<file path="config.mk">
export PLATFORM = sky130hd
export DESIGN_NAME = program_loader_flat
export DESIGN_NICKNAME = d
export VERILOG_FILES = /design/src/rtl/program_loader_if.sv /design/src/rtl/program_loader.sv /design/src/flat_wrapper.sv
export SDC_FILE = /design/constraint.sdc
export NUM_CORES = 1
export LEC_CHECK = 0
export ABC_AREA = 1
export CAP_MARGIN = 10
export CORE_ASPECT_RATIO = 0.8
export CORE_UTILIZATION = 47
export CTS_CLUSTER_SIZE = 30
export DETAILED_ROUTE_END_ITERATION = 16
export MAX_ROUTING_LAYER = met4
export PLACE_DENSITY = 0.76
export SYNTH_ARGS = -nofsm -noshare
export SYNTH_HDL_FRONTEND = slang
export SYNTH_SLANG_ARGS = --single-unit
</file>
<file path="constraint.sdc">
create_clock -name clk -period 1.6 [get_ports clk]
set_input_delay 0.32 -clock clk [delete_from_list [all_inputs] [get_ports clk]]
set_output_delay 0.32 -clock clk [all_outputs]
set_load 0.005 [all_outputs]
</file>
<file path="src/rtl/program_loader_if.sv">
// program_loader_if: byte-stream handshake and program-memory write port of the loader.
interface program_loader_if #(
    parameter int ADDR_W = 6
);
    logic              byte_valid;
    logic [7:0]        byte_data;
    logic              byte_ready;
    logic              mem_we;
    logic [ADDR_W-1:0] mem_waddr;
    logic [31:0]       mem_wdata;
    modport master (
        output byte_valid, byte_data,
        input  byte_ready, mem_we, mem_waddr, mem_wdata
    );
    modport slave (
        input  byte_valid, byte_data,
        output byte_ready, mem_we, mem_waddr, mem_wdata
    );
endinterface

</file>
<file path="src/rtl/program_loader.sv">
// program_loader: packs a byte stream into 32-bit words written to program memory from address 0.
// Defining LOADER_CHECKSUM_EN adds a trailing checksum word compared against the sum of written words.
module program_loader #(
    parameter int DEPTH  = 64,
    parameter int ADDR_W = 6
) (
    input  logic            clk,
    input  logic            rst_n,
    input  logic            start,
    input  logic [ADDR_W:0] word_count,
    program_loader_if.slave bus,
    output logic            cpu_hold,
    output logic            busy,
    output logic            done,
    output logic            err
);
    localparam logic [ADDR_W:0] MAX_WORDS = (ADDR_W+1)'(DEPTH);
    typedef enum logic [2:0] {
        IDLE,
        LOAD,
        WRITE,
`ifdef LOADER_CHECKSUM_EN
        CHECK,
`endif
        FIN
    } state_t;
    state_t            state, state_nx;
    logic [ADDR_W-1:0] idx, last;
    logic [1:0]        bcnt;
    logic [23:0]       shreg;
    logic              rej;
    logic              count_ok, take, accept, last_byte;
    logic [31:0]       word;
`ifdef LOADER_CHECKSUM_EN
    logic [31:0]       sum;
    logic              sum_ok;
`endif
    assign count_ok  = word_count != '0 && word_count <= MAX_WORDS;
    assign take      = state == IDLE && start && count_ok;
    assign accept    = bus.byte_valid && bus.byte_ready;
    assign last_byte = accept && bcnt == 2'd3;
    assign word      = {shreg, bus.byte_data};
    always_ff @(posedge clk or negedge rst_n) begin
        if (!rst_n)
            state <= IDLE;
        else
            state <= state_nx;
    end
    always_comb begin
        state_nx = state;
        case (state)
            IDLE:    state_nx = take ? LOAD : IDLE;
            LOAD:    state_nx = last_byte ? WRITE : LOAD;
`ifdef LOADER_CHECKSUM_EN
            WRITE:   state_nx = idx == last ? CHECK : LOAD;
            CHECK:   state_nx = last_byte ? FIN : CHECK;
`else
            WRITE:   state_nx = idx == last ? FIN : LOAD;
`endif
            FIN:     state_nx = IDLE;
            default: state_nx = IDLE;
        endcase
    end
    // Handshake and status are decoded from state only, so byte_valid never reaches byte_ready.
    always_comb begin
        bus.mem_we = state == WRITE;
        busy       = state != IDLE && state != FIN;
        cpu_hold   = busy;
`ifdef LOADER_CHECKSUM_EN
        bus.byte_ready = state == LOAD || state == CHECK;
        done           = state == FIN && sum_ok;
        err            = rej || (state == FIN && !sum_ok);
`else
        bus.byte_ready = state == LOAD;
        done           = state == FIN;
        err            = rej;
`endif
    end
    always_ff @(posedge clk or negedge rst_n) begin
        if (!rst_n) begin
            idx           <= '0;
            last          <= '0;
            bcnt          <= '0;
            shreg         <= '0;
            rej           <= 1'b0;
            bus.mem_waddr <= '0;
            bus.mem_wdata <= '0;
`ifdef LOADER_CHECKSUM_EN
            sum           <= '0;
            sum_ok        <= 1'b0;
`endif
        end else begin
            rej <= state == IDLE && start && !count_ok;
            if (take) begin
                last <= ADDR_W'(word_count - 1'b1);
                idx  <= '0;
                bcnt <= '0;
`ifdef LOADER_CHECKSUM_EN
                sum  <= '0;
`endif
            end
            if (accept) begin
                shreg <= {shreg[15:0], bus.byte_data};
                bcnt  <= bcnt + 1'b1;
            end
            // Address and data are captured once per word so they hold between writes.
            if (state == LOAD && last_byte) begin
                bus.mem_waddr <= idx;
                bus.mem_wdata <= word;
            end
            if (state == WRITE && idx != last)
                idx <= idx + 1'b1;
`ifdef LOADER_CHECKSUM_EN
            if (state == WRITE)
                sum <= sum + bus.mem_wdata;
            if (state == CHECK && last_byte)
                sum_ok <= word == sum;
`endif
        end
    end
endmodule

</file>
<file path="src/flat_wrapper.sv">
// flat-port wrapper written by rule: the top's interface ports become plain ports
module program_loader_flat 
#(
    parameter int DEPTH  = 64,
    parameter int ADDR_W = 6
)
  (clk, rst_n, start, word_count, cpu_hold, busy, done, err, bus_byte_valid, bus_byte_data, bus_byte_ready, bus_mem_we, bus_mem_waddr, bus_mem_wdata);
  program_loader_if #(.ADDR_W(ADDR_W)) bus_i ();
  input  logic clk;
  input  logic rst_n;
  input  logic start;
  input  logic [ADDR_W:0] word_count;
  output logic cpu_hold;
  output logic busy;
  output logic done;
  output logic err;
  input wire logic [$bits(bus_i.byte_valid)-1:0] bus_byte_valid;
  input wire logic [$bits(bus_i.byte_data)-1:0] bus_byte_data;
  output wire logic [$bits(bus_i.byte_ready)-1:0] bus_byte_ready;
  output wire logic [$bits(bus_i.mem_we)-1:0] bus_mem_we;
  output wire logic [$bits(bus_i.mem_waddr)-1:0] bus_mem_waddr;
  output wire logic [$bits(bus_i.mem_wdata)-1:0] bus_mem_wdata;
  assign bus_i.byte_valid = bus_byte_valid;
  assign bus_i.byte_data = bus_byte_data;
  assign bus_byte_ready = bus_i.byte_ready;
  assign bus_mem_we = bus_i.mem_we;
  assign bus_mem_waddr = bus_i.mem_waddr;
  assign bus_mem_wdata = bus_i.mem_wdata;
  program_loader #(.DEPTH(DEPTH), .ADDR_W(ADDR_W)) u_core (.clk(clk), .rst_n(rst_n), .start(start), .word_count(word_count), .bus(bus_i), .cpu_hold(cpu_hold), .busy(busy), .done(done), .err(err));
endmodule
</file>
======== Word-level counts from Yosys, hierarchy flattened ========
Cells that the tools add are included.
operators by class
  add/sub/neg operators ................... 3
  order comparisons ....................... 1
  eq/ne operators ......................... 7
  mux-type cells .......................... 8
  reductions and logical operators ........ 15
operators by type and width
  cell                                                                     count
  6-bit two-way mux                                                        2
  1-bit logical AND                                                        9
  3-bit case mux with 3 select lines                                       1
  2-bit two-way mux                                                        4
  7-bit <= comparator, second input constant                               1
  7-bit nonzero test                                                       1
  6-bit by 1-bit adder with 6-bit output, second input constant            1
  3-bit by 2-bit equality test with 1-bit output, second input constant    2
  6-bit equality test                                                      1
  6-bit inequality test                                                    1
  6-bit by 1-bit subtractor with 6-bit output, second input constant       1
  2-bit nonzero test                                                       2
  3-bit by 1-bit equality test with 1-bit output, second input constant    1
  3-bit zero test                                                          1
  3-bit by 2-bit inequality test with 1-bit output, second input constant  1
  3-bit nonzero test                                                       1
  2-bit by 1-bit adder with 2-bit output, second input constant            1
  2-bit equality test, second input constant                               1
  1-bit zero test                                                          1
  1-bit two-way mux                                                        1
word-level totals
  bits in registers ....................... 80
  word-level logic and storage cells ...... 42

======== Longest topological paths before layout ========
Gate-level depths: netlist of the first run.
  depth in word-level cells ............... 5
  gate-level depth with buffers ........... 10
  depth with buffers taken out ............ 9

======== Worst setup path before layout of the first run ========
No wires, ideal clock.
  kind .................................... register to register
  start point ............................. register u_core.state[0]
  end point ............................... register u_core.bus.mem_wdata[24]
  setup time .............................. 0.125 ns
  arrival ................................. 1.408 ns
  setup slack ............................. 0.068 ns
  stages on the path, launching flop included .. 7
  buffers on the path ..................... 1
  period minus slack after synthesis ...... 1.532 ns
  cells stage by stage .................... dfrtp_1 ha_1 nand2_2 inv_2 nand2_2 buf_2 mux2_2
on the way
  cells in the longest elaborated chain, start to end .. 4
RTL lines
  element                                           RTL line                 RTL
  from (decl)                                       program_loader.sv:27     state_t state, state_nx;
  from (signal assigned)                            program_loader.sv:47     state <= state_nx;
  3-bit by 1-bit equality test with 1-bit output *  program_loader.sv:74     bus.byte_ready = state == LOAD;
  named net bus_byte_ready                          flat_wrapper.sv:19       output wire logic [$bits(bus_i.byte_ready)-1:0] bus_byte_ready;
  1-bit logical AND                                 program_loader.sv:40     assign accept = bus.byte_valid && bus.byte_ready;
  1-bit logical AND                                 program_loader.sv:41     assign last_byte = accept && bcnt == 2'd3;
  1-bit logical AND *                               program_loader.sv:107    if (state == LOAD && last_byte) begin
  to (signal assigned)                              program_loader.sv:109    bus.mem_wdata <= word;
  to (decl)                                         program_loader_if.sv:17  output byte_ready, mem_we, mem_waddr, mem_wdata
The timed path passes the listed nets; every way through them passes the cells marked *.
A chain may end at the register's enable or synchronous reset.

======== Worst setup path after layout of the first run ========
  start point ............................. register u_core.state[0]
  end point ............................... register u_core.bus.mem_wdata[31]
on the way
  cells in the longest elaborated chain, start to end .. 4
RTL lines
  element                                           RTL line
  3-bit by 1-bit equality test with 1-bit output *  program_loader.sv:74, program_loader.sv:107
  1-bit logical AND                                 program_loader.sv:40
  1-bit logical AND                                 program_loader.sv:41
  1-bit logical AND *                               program_loader.sv:107
Every way passes the cells marked *; elsewhere a longest branch is shown, timed or not.

==> results of run 1 <==
-- worst paths after layout --
check                                                 to  depth (start not counted)
worst max-delay path            u_core.bus.mem_wdata[31]                          7
worst min-delay path                      u_core.last[0]                          3
worst max register to register  u_core.bus.mem_wdata[31]                          7
worst min register to register  u_core.bus.mem_wdata[16]                          2
max in group asynchronous       u_core.bus.mem_wdata[21]                          3
min in group asynchronous                u_core.shreg[1]                          2
-- logic make-up (layout without fill, tap and decap cells) --
logic type	count (synthesis)	in the layout	share of synthesized area, %
and+or+nand+nor	130	130	17.09
DFF	79	79	58.56
AOI/OAI and AO/OA	65	65	10.41
buffers and inverters	60	148	7.375
muxes	8	8	2.669
adders and majority gates	7	7	2.594
xor gates and xnor gates	5	5	1.297
-- timing repair --
item,4_1_cts,5_1_grt
pin swaps,1,3
setup buffers,2,3
resized for setup,23,21
setup endpoints to repair,5,51
endpoints found under the hold margin,30,0
gates cloned,0,5
hold buffers,1,0
-- synth_stat cells (2+ instances only) --
cell type and instances:
a21oi_1 3, nand2_2 3, buf_4 2, nor2_1 5, nand3_1 13, nor2_2 2
inv_1 43, nand2_1 94, xor2_1 2, ha_1 7, mux2_2 8, dfrtp_1 79
o21ai_0 55, o21ai_2 6, xnor2_1 3, buf_6 2, or2_2 2, nand4_1 5
clkbuf_1 11
-- cell usage in the layout, fill, tap and decap left out, drive strengths merged, types with 7 or more instances in the layout --
cell type and count:
nand2 98, dfrtp 79, o21ai 61, clkdlybuf4s50 53, inv 44, buf 25, clkbuf 20, nand3 15
mux2 8, nor2 8, ha 7
-- layout make-up --
type | count | area (sq um)
Fill cell | 507 | 2262
Sequential cell | 79 | 1978
Multi-Input combinational cell | 215 | 1229
Timing Repair Buffer | 88 | 937.1
Clock buffer | 14 | 182.7
Inverter | 44 | 167.7
Tap cell | 87 | 108.9
Clock inverter | 2 | 60.06
-- routing by layer --
layer / vias up / global-route usage [%] / share of wire [%]
li1: 1293 / - / -
met1: 1315 / 27.13 / 45
met2: 93 / 30.21 / 48
met3: 9 / 5.946 / 5.9
met4: 0 / 6.269 / 1.2
met5: - / - / 0
-- flip-flops by register name, summed over array words and instances (netlist names) --
name and count:
u_core.bus.mem_wdata 32, u_core.state 2, u_core.idx 6, u_core.err 1, u_core.shreg 24, u_core.last 6
u_core.bus.mem_waddr 6, u_core.bcnt 2
-- power by group through the flow --
stage	clock network, W	registers, W	logic, W
final	0.00174	0.00322	0.00275
after global routing	0.00185	0.00331	0.00308
after CTS	0.00176	0.00320	0.00259
after detailed placement	0	0.00323	0.00253
after global placement	0	0.00321	0.00242
after floorplan	0	0.00316	0.00128
-- stage by stage --
stage / hold slack [ns] / util [%] / TNS (ns) / worst slack (ns)
after floorplan: 0.02441 / - / 0 / 0.06777
after global placement: 0.2778 / 60.38 / -3.447 / -0.2193
after detailed placement: 0.2804 / 60.38 / -5.452 / -0.3139
after CTS: 0.4388 / 64.63 / 0 / 0.01058
after global routing: 0.2944 / 67.34 / -0.002050 / -0.001577
final: 0.3029 / 67.34 / 0 / 0.03067
-- worst max-delay path, stage by stage, from the launching register on --
cell and delay [ns]:
dfrtp_1 0.40, buf_6 0.14, ha_4 0.17, nand2_4 0.08, inv_2 0.06, nand2_4 0.12
clkbuf_16 0.16, mux2_2 0.32
==> impl_metrics.tcl, run 1 <==
set metrics [dict create \
    power.leakage_nw 2.293 \
    gp_congestion 0.8297 \
    clk_pin_slew_ns 0.08 \
    worstSetupPathType "reg -> reg" \
    r2r-start "u_core.state[0]" \
    synthesis.area_sq_um 3376 \
    finalSetupViolCount 0 \
    drt-total-wl_mm 7.820 \
    fin_crit_ns 1.569 \
    postSynthRegisterBits 79 \
    clock_skew_ns 0.007663 \
    post-synth-top-area-fraction_pct 58.56 \
    worstHoldStart "word_count[0]" \
    synthFlopType "dfrtp_1" \
    drc_errors 0 \
    power.internal_w 0.005266 \
    crit_start "u_core.state[0]" \
    hold_class "in -> reg" \
    grt_pass1_wl_mm 11.70 \
    ant_nets 0 \
    synthTopCellsByArea "dfrtp_1 (59%), nand2_1 (10%), o21ai_0 (8.2%)" \
    track_usage_pct 20.34 \
    syn_nets 380 \
    io_buffers 62 \
    dp_hpwl_mm 4.712 \
    worst_pin_slew_ns 0.4148 \
    slew-limit-headroom_pct 72.35 \
    powerDensity_nw_per_um2 1653 \
    start_util_pct 48.74 \
    placedCellCount 502 \
    n_antenna_cell 0 \
    cts_tree "done" \
    pwr-share-comb_pct 35.7 \
    syn_avg_cell_area_sq_um 9.536 \
    grt_pass1_vias 2591 \
    dieArea_sq_um 7527 \
    die-height_um 77.80 \
    finalCritPeriodShare_pct 98.08 \
    cp-start-kind "register" \
    yosysSeqAreaShare_pct 58.56 \
    cts_max_level 3 \
    drv_cap 0 \
    core_region_area_sq_um 6925 \
    hold_violations 0 \
    clock_latency_ns 0.35 \
    finalNonFillerCells 529 \
    p_sw_share_pct 31.67 \
    drtIter0Drc 206 \
    required_ns 1.83 \
    postSynthCellCount 354 \
    status "finished clean" \
    synth_edf_count 0 \
    ys_async_sr_fraction_pct 100.0 \
    vias 2710 \
    reg2reg_slack_ns 0.03 \
    die_w_um 96.75 \
    max_clock_freq_mhz 637.2 \
    cts_buffer_depth 2 \
    fin_area_sq_um 4663 \
    ys_types 28 \
    syn2layout_area_growth_pct 38.14 \
    numCtsBuffers 9 \
    grt.overflow.total 0 \
    post_dp_cell_area_sq_um 4182 \
    row_count 27 \
    power_w 0.007707 \
    ys_warn_count 0 \
    crit_fanout 6 \
    finalMaxSlewViolations 0 \
    via_per_inst 5.123 \
    critPathCaptureType "register" \
    clockRootBuffer "clkbuf_8" \
    drive_above_1_share_pct 19.23 \
    routedWlPerCell_um 14.78 \
    power_frac_seq_pct 41.8 \
    peakVddDrop_mv 0.8874 \
    cp.arrival_ns 1.80 \
    nets 463 \
    grt_max_degree 52 \
    antenna_found_initial 0 \
    firstDrtPassIters 5 \
    num_io_pins 63 \
    clock_sinks 79 \
    p_clk_share_pct 22.5 \
    post-synth-top-area-cell "dfrtp_1" \
    p_sw_w 0.002441 \
]
Power figures use the tool's default switching activity.
==> run 2: changes to the inputs <==
RECOVER_POWER = 25   (was default)
TNS_END_PERCENT = 5   (was default)
==> run 2 against run 1 <==
  * Combinational power decreased by 3%
  * Die area did not move
  * Clock skew down 0.0025 ns
  * Design area decreased by 1.1%
  * Maximum frequency decreased by 1.2%
  * Via count decreased by 3.1%
  * Non-clock buffer count down 2
  * Global-route usage unchanged
  * Routed wire length fell by 4.8%
  * Utilization decreased by 0.72 points
  * Register-to-register slack got worse by 0.02 ns
  * Sequential share of layout area increased by 0.46 points
  * Critical path type unchanged
  * Critical endpoint is now u_core.bus.mem_wdata[27]
  * Highest routed layer unchanged
==> impl_metrics.tcl, run 2 (synthesis gave the netlist of run 1 again) <==
set metrics [dict create \
    dieArea_sq_um 7527 \
    dp_slack_ns -0.3139 \
    worstSetupPathType "reg -> reg" \
    syn2layout_area_growth_pct 36.66 \
    rsz0062_at_grt "true" \
    gp_congestion 0.8297 \
    grt_pass1_wl_mm 11.70 \
    cts_tree "done" \
    max_clock_freq_mhz 629.7 \
    cts_max_level 3 \
    nets 461 \
    grt_pass1_vias 2591 \
    regMostFlops "u_core.bus.mem_wdata" \
    die_w_um 96.75 \
    status "finished clean" \
    top_regs "u_core.bus.mem_wdata: 32 flops, u_core.shreg: 24 flops" \
    routedWlPerCell_um 14.12 \
    whs_path_depth 3 \
    crit_fanout 13 \
    antenna_found_initial 0 \
    vias 2627 \
    whs_endpoint "u_core.last[0]" \
    final_common_cell "nand2_1" \
    fin_crit_ns 1.588 \
    critPathCaptureType "register" \
    hold_class "in -> reg" \
    core_region_area_sq_um 6925 \
    dp_hpwl_mm 4.712 \
    grt_max_degree 52 \
    cp.arrival_ns 1.82 \
    io_buffers 62 \
    clk_pin_slew_ns 0.08 \
    power_w 0.007633 \
    power.leakage_nw 2.264 \
    drive_above_1_share_pct 18.64 \
    row_count 27 \
    numCtsBuffers 9 \
    clock_sinks 79 \
    drv_cap 0 \
    pwr-share-comb_pct 35.1 \
    r2r-end "u_core.bus.mem_wdata[27]" \
    p_clk_share_pct 22.7 \
    powerDensity_nw_per_um2 1655 \
    track_usage_pct 20.34 \
    drtIter0Drc 201 \
    required_ns 1.83 \
    drc_errors 0 \
    hold_ws_ns 0.2907 \
    clock_skew_ns 0.005138 \
    die-height_um 77.80 \
    num_io_pins 63 \
    n_antenna_cell 0 \
    clockRootBuffer "clkbuf_8" \
    worstHoldStart "word_count[0]" \
    clock_latency_ns 0.35 \
    largest_register_ffs 32 \
    power.internal_w 0.005235 \
    cp-start-kind "register" \
    finalMaxSlewViolations 0 \
    r2r-start "u_core.state[0]" \
    final_cell_mix "nand2_1 (93), dfrtp_1 (78), o21ai_0 (55)" \
    setup_ws_ns 0.01198 \
    reg2reg_slack_ns 0.01 \
    start_util_pct 48.74 \
    finalSetupViolCount 0 \
    slew-limit-headroom_pct 49.48 \
    peakVddDrop_mv 0.8860 \
    hold_violations 0 \
    p_sw_w 0.002398 \
    ant_nets 0 \
    drt-total-wl_mm 7.441 \
    cts_buffer_depth 2 \
    grt.overflow.total 0 \
    worst_pin_slew_ns 0.7578 \
    finalCritPeriodShare_pct 99.25 \
    power_frac_seq_pct 42.2 \
    p_sw_share_pct 31.42 \
    fillCellCount 517 \
    via_per_inst 4.985 \
    reg2reg_depth 7 \
    firstDrtPassIters 4 \
]
run 2: cell types whose count changed in the layout (fill, tap and decap cells not counted), sizes merged:
cell,previous run,this run
clkdlybuf4s15,0,1
clkbuf,20,19
buf,25,23
run 2: worst max path at each step:
stage | start | to | slack [ns]
final | u_core.state[0] | u_core.bus.mem_wdata[27] | 0.01
after detailed placement | word_count[0] | u_core.idx[3] | -0.31
after CTS | u_core.state[1] | bus_byte_ready | -0.03
after floorplan | u_core.state[0] | u_core.bus.mem_wdata[24] | 0.07
after global routing | u_core.state[0] | u_core.bus.mem_wdata[27] | -0.04
after global placement | word_count[0] | u_core.idx[0] | -0.22
run 2: layout make-up:
class / instances / area, sq um / share of cell area (%)
flip-flops and latches: 79 / 1978 / 42.88
multi-input cells: 215 / 1224 / 26.53
repair buffers: 86 / 894.6 / 19.39
clock buffers: 14 / 182.7 / 3.960
inverters: 44 / 165.2 / 3.580
well taps: 87 / 108.9 / 2.360
clock inverters: 2 / 60.06 / 1.302
run 2: metal layers:
metal  GRT usage (%)  share of wire [%]  vias to the layer above
met5               -                  0                        -
met4           6.269                1.2                        0
met3           5.946                5.3                        8
met2           30.21                 47                       76
met1           27.13                 46                     1258
li1                -                  -                     1285
run 2: critical path, cell delays in order, from the launching register on:
cell and delay (ns):
dfrtp_1 0.40, buf_6 0.14, ha_4 0.16, nand2_2 0.11, inv_2 0.07, nand2_4 0.10, buf_12 0.15, mux2_2 0.34
run 2: power by group through the flow:
stage               Combinational [W]  Clock [W]  Sequential (W)
CTS                           0.00259    0.00176         0.00320
detailed placement            0.00253          0         0.00323
finish                        0.00268    0.00173         0.00322
global placement              0.00242          0         0.00321
floorplan                     0.00128          0         0.00316
global route                  0.00301    0.00185         0.00331
run 2: timing repair:
| action | 4_1_cts | 5_1_grt |
|---|---|---|
| gates cloned | 0 | 4 |
| buffers inserted | 2 | 2 |
| endpoints found under the setup margin | 5 | 51 |
| pin swaps | 1 | 3 |
| resized for setup | 22 | 18 |
| hold buffers | 1 | 0 |
| hold endpoints to repair | 30 | 0 |
run 2: stage by stage:
stage | utilization (%) | TNS, ns | area, sq um | cells
finish | 66.61 | 0 | 4613 | 527
detailed placement | 60.38 | -5.452 | 4182 | 502
floorplan | - | 0 | 3376 | 354
global route | 66.61 | -0.2105 | 4613 | 527
global placement | 60.38 | -3.447 | 4182 | 502
CTS | 64.61 | -0.02526 | 4474 | 521
